**src/rtl/core_lsu_mem_bridge_pkg.sv**
```systemverilog
// Shared definitions for the LSU-to-memory bridge: func3 codes, access sizes and
// the pending-load tag that travels alongside each outstanding load.
package core_lsu_mem_bridge_pkg;

  localparam logic [2:0] LSU_B  = 3'b000;
  localparam logic [2:0] LSU_H  = 3'b001;
  localparam logic [2:0] LSU_W  = 3'b010;
  localparam logic [2:0] LSU_BU = 3'b100;
  localparam logic [2:0] LSU_HU = 3'b101;

  localparam int MEM_BE_W = 4;

  typedef enum logic [1:0] {
    SZ_BYTE,
    SZ_HALF,
    SZ_WORD
  } acc_size_e;

  typedef struct packed {
    logic [2:0] rwtyp;
    logic [1:0] off;
  } pend_t;

  // Reserved func3 encodings behave as full-word accesses.
  function automatic acc_size_e size_of(input logic [2:0] func3);
    case (func3)
      LSU_B, LSU_BU: return SZ_BYTE;
      LSU_H, LSU_HU: return SZ_HALF;
      default:       return SZ_WORD;
    endcase
  endfunction

endpackage

```
**src/rtl/core_lsu_mem_bridge_fifo.sv**
```systemverilog
// core_sync_fifo: small first-word-fall-through FIFO; DEPTH must be a power of 2
// so the pointers wrap naturally. Simultaneous push/pop leaves occupancy unchanged.
module core_sync_fifo #(
  parameter int WIDTH = 8,
  parameter int DEPTH = 2
) (
  input  logic             clk,
  input  logic             rstn,
  input  logic             push,
  input  logic [WIDTH-1:0] wdata,
  input  logic             pop,
  output logic [WIDTH-1:0] rdata,
  output logic             empty,
  output logic             full
);

  localparam int PTR_W = (DEPTH > 1) ? $clog2(DEPTH) : 1;
  localparam int CNT_W = $clog2(DEPTH + 1);

  logic [WIDTH-1:0] mem [DEPTH];
  logic [PTR_W-1:0] wr_ptr;
  logic [PTR_W-1:0] rd_ptr;
  logic [CNT_W-1:0] count;

  // Storage carries no reset; reset only empties the FIFO via pointers and count.
  always_ff @(posedge clk) begin
    if (push) mem[wr_ptr] <= wdata;
  end

  always_ff @(posedge clk or negedge rstn) begin
    if (!rstn) begin
      wr_ptr <= '0;
      rd_ptr <= '0;
      count  <= '0;
    end else begin
      if (push) wr_ptr <= wr_ptr + 1'b1;
      if (pop)  rd_ptr <= rd_ptr + 1'b1;
      case ({push, pop})
        2'b10:   count <= count + 1'b1;
        2'b01:   count <= count - 1'b1;
        default: count <= count;
      endcase
    end
  end

  assign rdata = mem[rd_ptr];
  assign empty = (count == '0);
  assign full  = (count == CNT_W'(DEPTH));

endmodule

```
**src/rtl/core_lsu_mem_bridge.sv**
```systemverilog
// LSU bus to word-wide data memory bridge: store lane encoding, in-order load tracking
// with credit flow control, and load alignment/extension. Optional: LSU_BRIDGE_MISALIGN_CHK_EN.
module core_lsu_mem_bridge
  import core_lsu_mem_bridge_pkg::*;
#(
  parameter int DEPTH  = 2,
  parameter int ADDR_W = 32
) (
  input  logic                clk,
  input  logic                rstn,
  input  logic                lsu_req_vld,
  input  logic                lsu_req_wen,
  input  logic [2:0]          lsu_req_rwtyp,
  input  logic [ADDR_W-1:0]   lsu_req_addr,
  input  logic [31:0]         lsu_req_wdata,
  output logic                lsu_req_rdy,
  output logic                lsu_resp_vld,
  output logic [31:0]         lsu_resp_rdata,
  input  logic                lsu_resp_rdy,
  output logic                mem_req,
  output logic                mem_we,
  output logic [MEM_BE_W-1:0] mem_be,
  output logic [ADDR_W-1:0]   mem_addr,
  output logic [31:0]         mem_wdata,
  input  logic                mem_gnt,
  input  logic                mem_rvalid,
  input  logic [31:0]         mem_rdata,
  output logic                misalign_err,
  output logic [ADDR_W-1:0]   misalign_addr
);

  localparam int CRD_W = $clog2(DEPTH + 1);

  logic [CRD_W-1:0] crd;
  logic             has_crd;
  logic             load_gnt;
  logic             resp_fire;
  logic [1:0]       req_off;
  acc_size_e        req_size;
  pend_t            pend_in;
  pend_t            pend_head;
  logic             pend_empty;
  logic             pend_full;
  logic [31:0]      resp_head;
  logic             resp_empty;
  logic             resp_full;
  acc_size_e        resp_size;
  logic             resp_signed;
  logic [31:0]      byte_word;
  logic [31:0]      half_word;
  logic [31:0]      ext_data;

  assign has_crd     = (crd < CRD_W'(DEPTH));
  assign mem_req     = lsu_req_vld & (lsu_req_wen | has_crd);
  assign lsu_req_rdy = mem_gnt & (lsu_req_wen | has_crd);
  assign mem_we      = lsu_req_vld & lsu_req_wen;
  assign mem_addr    = lsu_req_vld ? {lsu_req_addr[ADDR_W-1:2], 2'b00} : '0;
  assign load_gnt    = mem_req & mem_gnt & ~mem_we;
  assign resp_fire   = lsu_resp_vld & lsu_resp_rdy;

  assign req_off  = lsu_req_addr[1:0];
  assign req_size = size_of(lsu_req_rwtyp);

  always_ff @(posedge clk or negedge rstn) begin
    if (!rstn) begin
      crd <= '0;
    end else begin
      case ({load_gnt, resp_fire})
        2'b10:   crd <= crd + 1'b1;
        2'b01:   crd <= crd - 1'b1;
        default: crd <= crd;
      endcase
    end
  end

  always_comb begin
    mem_be    = '0;
    mem_wdata = '0;
    if (lsu_req_vld) begin
      if (!lsu_req_wen) begin
        mem_be = 4'b1111;
      end else begin
        case (req_size)
          SZ_BYTE: begin
            mem_be    = 4'b0001 << req_off;
            mem_wdata = {4{lsu_req_wdata[7:0]}};
          end
          SZ_HALF: begin
            mem_be    = 4'b0011 << {req_off[1], 1'b0};
            mem_wdata = {2{lsu_req_wdata[15:0]}};
          end
          default: begin
            mem_be    = 4'b1111;
            mem_wdata = lsu_req_wdata;
          end
        endcase
      end
    end
  end

  assign pend_in = '{rwtyp: lsu_req_rwtyp, off: req_off};

  core_sync_fifo #(.WIDTH($bits(pend_t)), .DEPTH(DEPTH)) u_pend_fifo (
    .clk   (clk),
    .rstn  (rstn),
    .push  (load_gnt),
    .wdata (pend_in),
    .pop   (resp_fire & ~pend_empty),
    .rdata (pend_head),
    .empty (pend_empty),
    .full  (pend_full)
  );

  // Returned words land here because mem_rvalid cannot be back-pressured.
  core_sync_fifo #(.WIDTH(32), .DEPTH(DEPTH)) u_resp_fifo (
    .clk   (clk),
    .rstn  (rstn),
    .push  (mem_rvalid),
    .wdata (mem_rdata),
    .pop   (resp_fire),
    .rdata (resp_head),
    .empty (resp_empty),
    .full  (resp_full)
  );

  assign lsu_resp_vld = ~resp_empty;

  assign resp_size   = size_of(pend_head.rwtyp);
  assign resp_signed = ~pend_head.rwtyp[2];
  assign byte_word   = resp_head >> {pend_head.off, 3'b000};
  assign half_word   = resp_head >> {pend_head.off[1], 4'b0000};

  always_comb begin
    case (resp_size)
      SZ_BYTE: ext_data = {{24{resp_signed & byte_word[7]}}, byte_word[7:0]};
      SZ_HALF: ext_data = {{16{resp_signed & half_word[15]}}, half_word[15:0]};
      default: ext_data = resp_head;
    endcase
  end

  assign lsu_resp_rdata = lsu_resp_vld ? ext_data : '0;

`ifdef LSU_BRIDGE_MISALIGN_CHK_EN
  logic              req_misaligned;
  logic              misalign_err_reg;
  logic [ADDR_W-1:0] misalign_addr_reg;

  always_comb begin
    case (req_size)
      SZ_HALF: req_misaligned = req_off[0];
      SZ_WORD: req_misaligned = |req_off;
      default: req_misaligned = 1'b0;
    endcase
  end

  always_ff @(posedge clk or negedge rstn) begin
    if (!rstn) begin
      misalign_err_reg  <= 1'b0;
      misalign_addr_reg <= '0;
    end else begin
      misalign_err_reg <= lsu_req_vld & lsu_req_rdy & req_misaligned;
      if (lsu_req_vld & lsu_req_rdy & req_misaligned)
        misalign_addr_reg <= lsu_req_addr;
    end
  end

  assign misalign_err  = misalign_err_reg;
  assign misalign_addr = misalign_addr_reg;
`else
  assign misalign_err  = 1'b0;
  assign misalign_addr = '0;
`endif

  resp_no_overflow: assert property (@(posedge clk) disable iff (!rstn)
    !(mem_rvalid && resp_full));
  pend_no_overflow: assert property (@(posedge clk) disable iff (!rstn)
    !(load_gnt && pend_full && !resp_fire));

endmodule

```
**config.mk**
```make
export PLATFORM = sky130hd
export DESIGN_NAME = core_lsu_mem_bridge
export DESIGN_NICKNAME = d
export VERILOG_FILES = /design/src/rtl/core_lsu_mem_bridge_pkg.sv /design/src/rtl/core_lsu_mem_bridge_fifo.sv /design/src/rtl/core_lsu_mem_bridge.sv
export SDC_FILE = /design/constraint.sdc
export NUM_CORES = 1
export LEC_CHECK = 0
export CAP_MARGIN = 20
export CORE_MARGIN = 2
export CORE_UTILIZATION = 42
export DETAILED_ROUTE_END_ITERATION = 16
export HOLD_SLACK_MARGIN = 0.02
export PLACE_DENSITY = 0.82
export SYNTH_ARGS = -nofsm -noshare
export SYNTH_HDL_FRONTEND = slang
export SYNTH_SLANG_ARGS = --single-unit
```
**constraint.sdc**
```tcl
create_clock -name clk -period 2.6 [get_ports clk]
set_clock_uncertainty 0.1 [all_clocks]
set_input_delay 0.65 -clock clk [delete_from_list [all_inputs] [get_ports clk]]
set_output_delay 0.65 -clock clk [all_outputs]
set_load 0.05 [all_outputs]
```
==> flow_metrics.tcl, run 1 <==
set metrics [dict create \
    synthArstFlopShare_pct 11.90 \
    ys_warn_count 0 \
    antenna_cells 0 \
    io_buffers 207 \
    clk_pin_slew_ns 0.06 \
    synth-seq-cells 84 \
    area_delta_synth_final_pct 90.60 \
    worst_pin_slew_ns 0.6369 \
    syn_area_um2 5082 \
    cts_tree "built" \
    ys_seq_area_share_pct 48.65 \
    synth-edff-count 74 \
    ant_nets 0 \
    final_layout_size_suffix_gt1_share_pct 43.72 \
    grt_first_pass_wirelength_mm 27.90 \
    powerDensity_nw_per_um2 1039 \
    routedWlPerCell_um 22.74 \
    finalHoldViolCount 0 \
    synth_top_family_by_area "multiplexers" \
    core-area_um2 11910 \
    row_count 40 \
    peakVddDrop_v 0.0006301 \
    crit_type "reg2out" \
    track_usage_pct 28.36 \
    gp_congestion 0.8696 \
    grt_pass1_vias 5094 \
    post-dp-hpwl_mm 13.18 \
    num_io_pins 243 \
    dr.pass1.iters 7 \
    multi_input_area_um2 2908 \
    ys_dominant_reg_cell "edfxtp_1" \
    root_buffer "clkbuf_16" \
    synth.distinct_cells 47 \
    final-setup-viol-count 32 \
    clock.fmax_ghz 0.3153 \
    hold-worst-slack_ns 0.3722 \
    status "finished, violations left" \
    synth_compound_area_share_pct 11.25 \
    final_cell_mix "clkdlybuf4s50_1, buf_12, edfxtp_1" \
    die_x_um 114.0 \
    layout_setup_ws_ns -0.5713 \
    yosys.area_share.simple_pct 13.47 \
    start_util_pct 42.67 \
    clockBufferDepth 2 \
    violations "setup timing" \
    synth_adder_area_share_pct 0.7386 \
    path_max_fanout 12 \
    clock_sinks 84 \
    seqCellArea_um2 2475 \
    antenna_found_initial 0 \
    leakagePower_nw 3.813 \
    htree_levels 3 \
    muxShareOfSynthArea_pct 14.77 \
    cp_data_required_time_ns 1.85 \
    clk_latency_ns 0.34 \
    wirelength_mm 19.83 \
    rsz0062_at_grt "true" \
    place_ws_ns -0.2080 \
    drc 0 \
    holdBufCountCts 0 \
    die_y_um 114.0 \
    drv_cap 0 \
    layout.nets 829 \
    drtIter0Drc 460 \
    r2r_setup_slack_ns 0.69 \
    hold_path_class "reg2reg" \
    maxSlewHeadroom_pct 57.54 \
    finalCriticalPeriod_ns 3.171 \
    die_area_um2 13000 \
    crit_arrival_ns 2.42 \
    n_fill_cell 624 \
    fin_crit_sh_pct 122.0 \
    grt_overflow_total 0 \
    vias 4844 \
    grt_max_degree 33 \
    start_kind "flop" \
    synth_cells 446 \
    post_drt_via_cell_ratio 5.555 \
    synth_xor_area_share_pct 2.240 \
    drv_slew 0 \
    cts_buffers 9 \
    final_common_cell "clkdlybuf4s50_1" \
    syn_avg_cell_area_um2 11.40 \
    critPathCaptureType "output pin" \
]
## per-stage QoR
stage | area, um2 | setup TNS, ns | power (mW) | cells | utilization (%)
after floorplan | 5668 | -4.935 | 5.814 | 480 | -
after global placement | 8891 | -6.951 | 7.788 | 842 | 74.64
after detailed placement | 8891 | -11.54 | 7.949 | 842 | 74.64
after CTS | 9528 | -13.10 | 9.661 | 868 | 79.99
after global routing | 9687 | -18.25 | 10.35 | 872 | 81.32
final | 9687 | -15.95 | 10.06 | 872 | 81.32
## cell usage after synthesis, drive strengths merged, types with 2 or more instances
cell type,instances,area (um2)
nor4,10,77.57
or3b,2,20.02
nand3,8,40.04
a21oi,26,141.4
ha,3,37.54
buf,48,357.8
mux2i,46,476.7
dfrtp,10,250.2
nand2,12,45.04
and2,36,225.2
o211ai,7,87.58
o22ai,8,50.05
xor2,5,43.79
edfxtp,74,2222
and3,8,50.05
a222oi,7,70.07
xnor2,8,70.07
nor3,2,10.01
a21boi,2,18.77
nor2,43,161.4
mux2,24,274.0
inv,6,22.52
nor2b,2,12.51
clkbuf,18,67.56
o221ai,9,103.9
o21ai,13,65.06
## path summary, 6_finish.rpt
| kind | depth (start not counted) | startpoint | endpoint |
|---|---|---|---|
| setup / recovery | 7 | u_pend_fifo.rd_ptr | lsu_resp_rdata[3] |
| hold / removal | 1 | crd[1] | crd[1] |
| setup reg to reg | 8 | u_resp_fifo.count[0] | u_pend_fifo.count[1] |
| hold reg to reg | 1 | crd[1] | crd[1] |
| max in group asynchronous | 1 | rstn | u_pend_fifo.rd_ptr |
| min in group asynchronous | 1 | rstn | u_resp_fifo.rd_ptr |
## layer usage
layer	global-route usage, %	up-vias	wire length, um
met5	0	-	0
met4	12.52	0	742
met3	8.130	59	1675
met2	53.41	305	10830
met1	28.93	2353	6583
li1	-	2127	-
## cells by family (layout without fill, tap and decap cells)
kind of cell / Yosys count / count (layout)
xor gates and xnor gates: 13 / 13
and+or+nand+nor: 129 / 129
AOI/OAI and AO/OA: 74 / 74
adders and majority gates: 3 / 3
other: 1 / 35
buffers and inverters: 72 / 317
DFF: 84 / 84
muxes: 70 / 70
## worst max-delay path, cell delays in order (launching register included)
cell	delay (ns)
dfrtp_2	0.46
buf_6	0.16
mux2_4	0.38
nor4_4	0.07
buf_4	0.17
a222oi_1	0.60
nor2_4	0.07
buf_12	0.17
## power by group
part	switching [mW]	internal, mW	total [mW]
Sequential	0.177	1.80	1.98
Clock	0.559	0.751	1.31
Combinational	3.87	2.91	6.78
## state kept, by name, summed over array words and instances (netlist names)
signal	cells
crd	2
u_pend_fifo.count	2
u_pend_fifo.mem	10
u_pend_fifo.rd_ptr	1
u_pend_fifo.wr_ptr	1
u_resp_fifo.count	2
u_resp_fifo.mem	64
u_resp_fifo.rd_ptr	1
u_resp_fifo.wr_ptr	1
## timing repair
item | 4_1_cts | 5_1_grt
pin swaps | 20 | 10
cloned | 1 | 3
resized for setup | 59 | 16
setup buffers | 9 | 1
setup endpoints to repair | 63 | 45
## cell type report
cell class	instances	area share, %
multi-input cells	324	30.02
flip-flops and latches	84	25.55
repair buffers	295	39.20
clock inverters	7	0.7750
clock buffers	9	2.325
inverters	6	0.2325
well taps	147	1.899
No activity file was read; power rests on OpenSTA's default activity.
==> run 2: changes to the inputs <==
--- a/config.mk
+++ b/config.mk
@@ -11,6 +11,7 @@
 export DETAILED_ROUTE_END_ITERATION = 16
 export HOLD_SLACK_MARGIN = 0.02
 export PLACE_DENSITY = 0.82
+export SKIP_LAST_GASP = 1
 export SYNTH_ARGS = -nofsm -noshare
 export SYNTH_HDL_FRONTEND = slang
 export SYNTH_SLANG_ARGS = --single-unit
==> flow_metrics.tcl, run 2 (synthesized netlist as in run 1, its figures left out) <==
set metrics [dict create \
    status "finished, violations left" \
    violations "setup timing" \
    area_delta_synth_final_pct 88.72 \
    fin_crit_sh_pct 120.7 \
    largest_register_ffs 64 \
    num_io_pins 243 \
    htree_levels 3 \
    instances_no_fill 869 \
    grt_first_pass_wirelength_mm 27.64 \
    die_y_um 114.0 \
    maxSlewHeadroom_pct 57.45 \
    p_comb_share_pct 66.7 \
    track_usage_pct 28.03 \
    root_buffer "clkbuf_16" \
    cp_data_required_time_ns 1.85 \
    grt_max_degree 33 \
    gp_congestion 0.8696 \
    finalHoldViolCount 0 \
    wirelength_mm 18.93 \
    antenna_cells 0 \
    powerDensity_nw_per_um2 1026 \
    clock.fmax_ghz 0.3188 \
    finalCriticalPeriod_ns 3.137 \
    row_count 40 \
    critPathCaptureType "output pin" \
    die_x_um 114.0 \
    worst_pin_slew_ns 0.6383 \
    grt_overflow_total 0 \
    layout_setup_ws_ns -0.5369 \
    power.switching_mw 4.488 \
    place_inst 842 \
    core-area_um2 11910 \
    top_register "u_resp_fifo.mem" \
    leakagePower_nw 3.744 \
    start_util_pct 42.67 \
    clk_latency_ns 0.34 \
    fin_util_pct 80.53 \
    clockBufferDepth 2 \
    layout.nets 826 \
    final_common_cell "clkdlybuf4s50_1" \
    peakVddDrop_v 0.0005525 \
    ant_nets 0 \
    die_area_um2 13000 \
    final_cell_mix "clkdlybuf4s50_1, buf_12, buf_4" \
    clock_sinks 84 \
    cts_buffers 9 \
    final_layout_size_suffix_gt1_share_pct 43.77 \
    antenna_found_initial 0 \
    seq_power_share_pct 20.1 \
    grt_pass1_vias 5027 \
    cts_tree "built" \
    vias 4775 \
    drtIter0Drc 435 \
    clk_pin_slew_ns 0.06 \
    intPower_mw 5.353 \
    io_buffers 207 \
    start_kind "flop" \
    post_drt_via_cell_ratio 5.495 \
    drc 0 \
    hp-start "crd[1]" \
    post-dp-hpwl_mm 13.18 \
    crit_type "reg2out" \
    final-setup-viol-count 32 \
    crit_arrival_ns 2.39 \
    cp-startpoint "u_pend_fifo.rd_ptr" \
    hold_path_class "reg2reg" \
    reg_top3 "u_resp_fifo.mem x64, u_pend_fifo.mem x10" \
    rsz0062_at_grt "true" \
    drv_slew 0 \
    routedWlPerCell_um 21.78 \
    p_sw_share_pct 45.61 \
    dr.pass1.iters 6 \
    drv_cap 0 \
    r2r-start "u_resp_fifo.count[0]" \
    path_max_fanout 7 \
    clkPwrFrac_pct 13.1 \
]
-- run 2: cell count changes in the layout (fill, tap and decap cells not counted), moves of 2 or more --
cell      delta
mux2i_1      -4
mux2i_4      +2
buf_6       -12
buf_4       +11
o221ai_4     -2
mux2i_2      +2
o221ai_2     +2
-- run 2: timing repair --
item | CTS | global route
resized for setup | 48 | 18
endpoints found under the setup margin | 63 | 45
pin swaps | 13 | 12
setup buffers | 9 | 0
hold buffers | 0 | 0
gates cloned | 1 | 1
-- run 2: path summary, 6_finish.rpt --
| check | end | slack (ns) | depth (start not counted) |
|---|---|---|---|
| hold / removal | crd[1] | 0.37 | 1 |
| hold reg to reg | crd[1] | 0.37 | 1 |
| setup / recovery | lsu_resp_rdata[6] | -0.54 | 8 |
| min in group asynchronous | u_pend_fifo.count[0] | 0.53 | 1 |
| max in group asynchronous | u_pend_fifo.rd_ptr | 1.52 | 1 |
| setup reg to reg | u_pend_fifo.count[1] | 0.70 | 8 |
-- run 2: cell type report --
| class | count | area [um2] |
|---|---|---|
| timing repair buffer | 292 | 3700 |
| multi-input combinational | 324 | 2910 |
| inverter | 6 | 22.52 |
| tap | 147 | 183.9 |
| clock inverter | 7 | 75.07 |
| sequential | 84 | 2475 |
| fill | 644 | 2320 |
| clock buffer | 9 | 225.2 |
-- run 2: through the flow --
stage	area, um2	power [mW]	hold WS [ns]	TNS, ns	worst slack, ns
after floorplan	5668	5.814	0.2544	-4.935	-0.1716
after global placement	8891	7.788	0.3566	-6.951	-0.1927
after detailed placement	8891	7.949	0.3581	-11.54	-0.2080
after CTS	9487	9.569	0.3753	-13.78	-0.4852
after global routing	9592	10.13	0.4056	-16.30	-0.5815
final	9592	9.841	0.3725	-14.81	-0.5369
-- run 2: worst max-delay path, stage by stage (launching register included) --
cell	delay (ns)
dfrtp_2	0.44
buf_6	0.14
mux2i_4	0.24
buf_4	0.16
o31ai_2	0.06
buf_4	0.16
a222oi_1	0.59
nor2_4	0.08
buf_12	0.17
-- run 2: power groups by stage --
stage               Sequential [mW]  Combinational [mW]  Clock, mW
CTS                            1.95                6.32       1.29
global route                   2.00                6.77       1.36
global placement               1.96                5.83          0
finish                         1.98                6.57       1.29
floorplan                      1.93                3.88          0
detailed placement             1.98                5.97          0
-- run 2: metal layers --
metal	vias to the layer above	GRT usage (%)	part of all wire, %
li1	2110	-	-
met1	2346	29.08	33
met4	0	10.41	3.3
met5	-	0	0
met3	48	8.502	9.1
met2	271	52.86	54
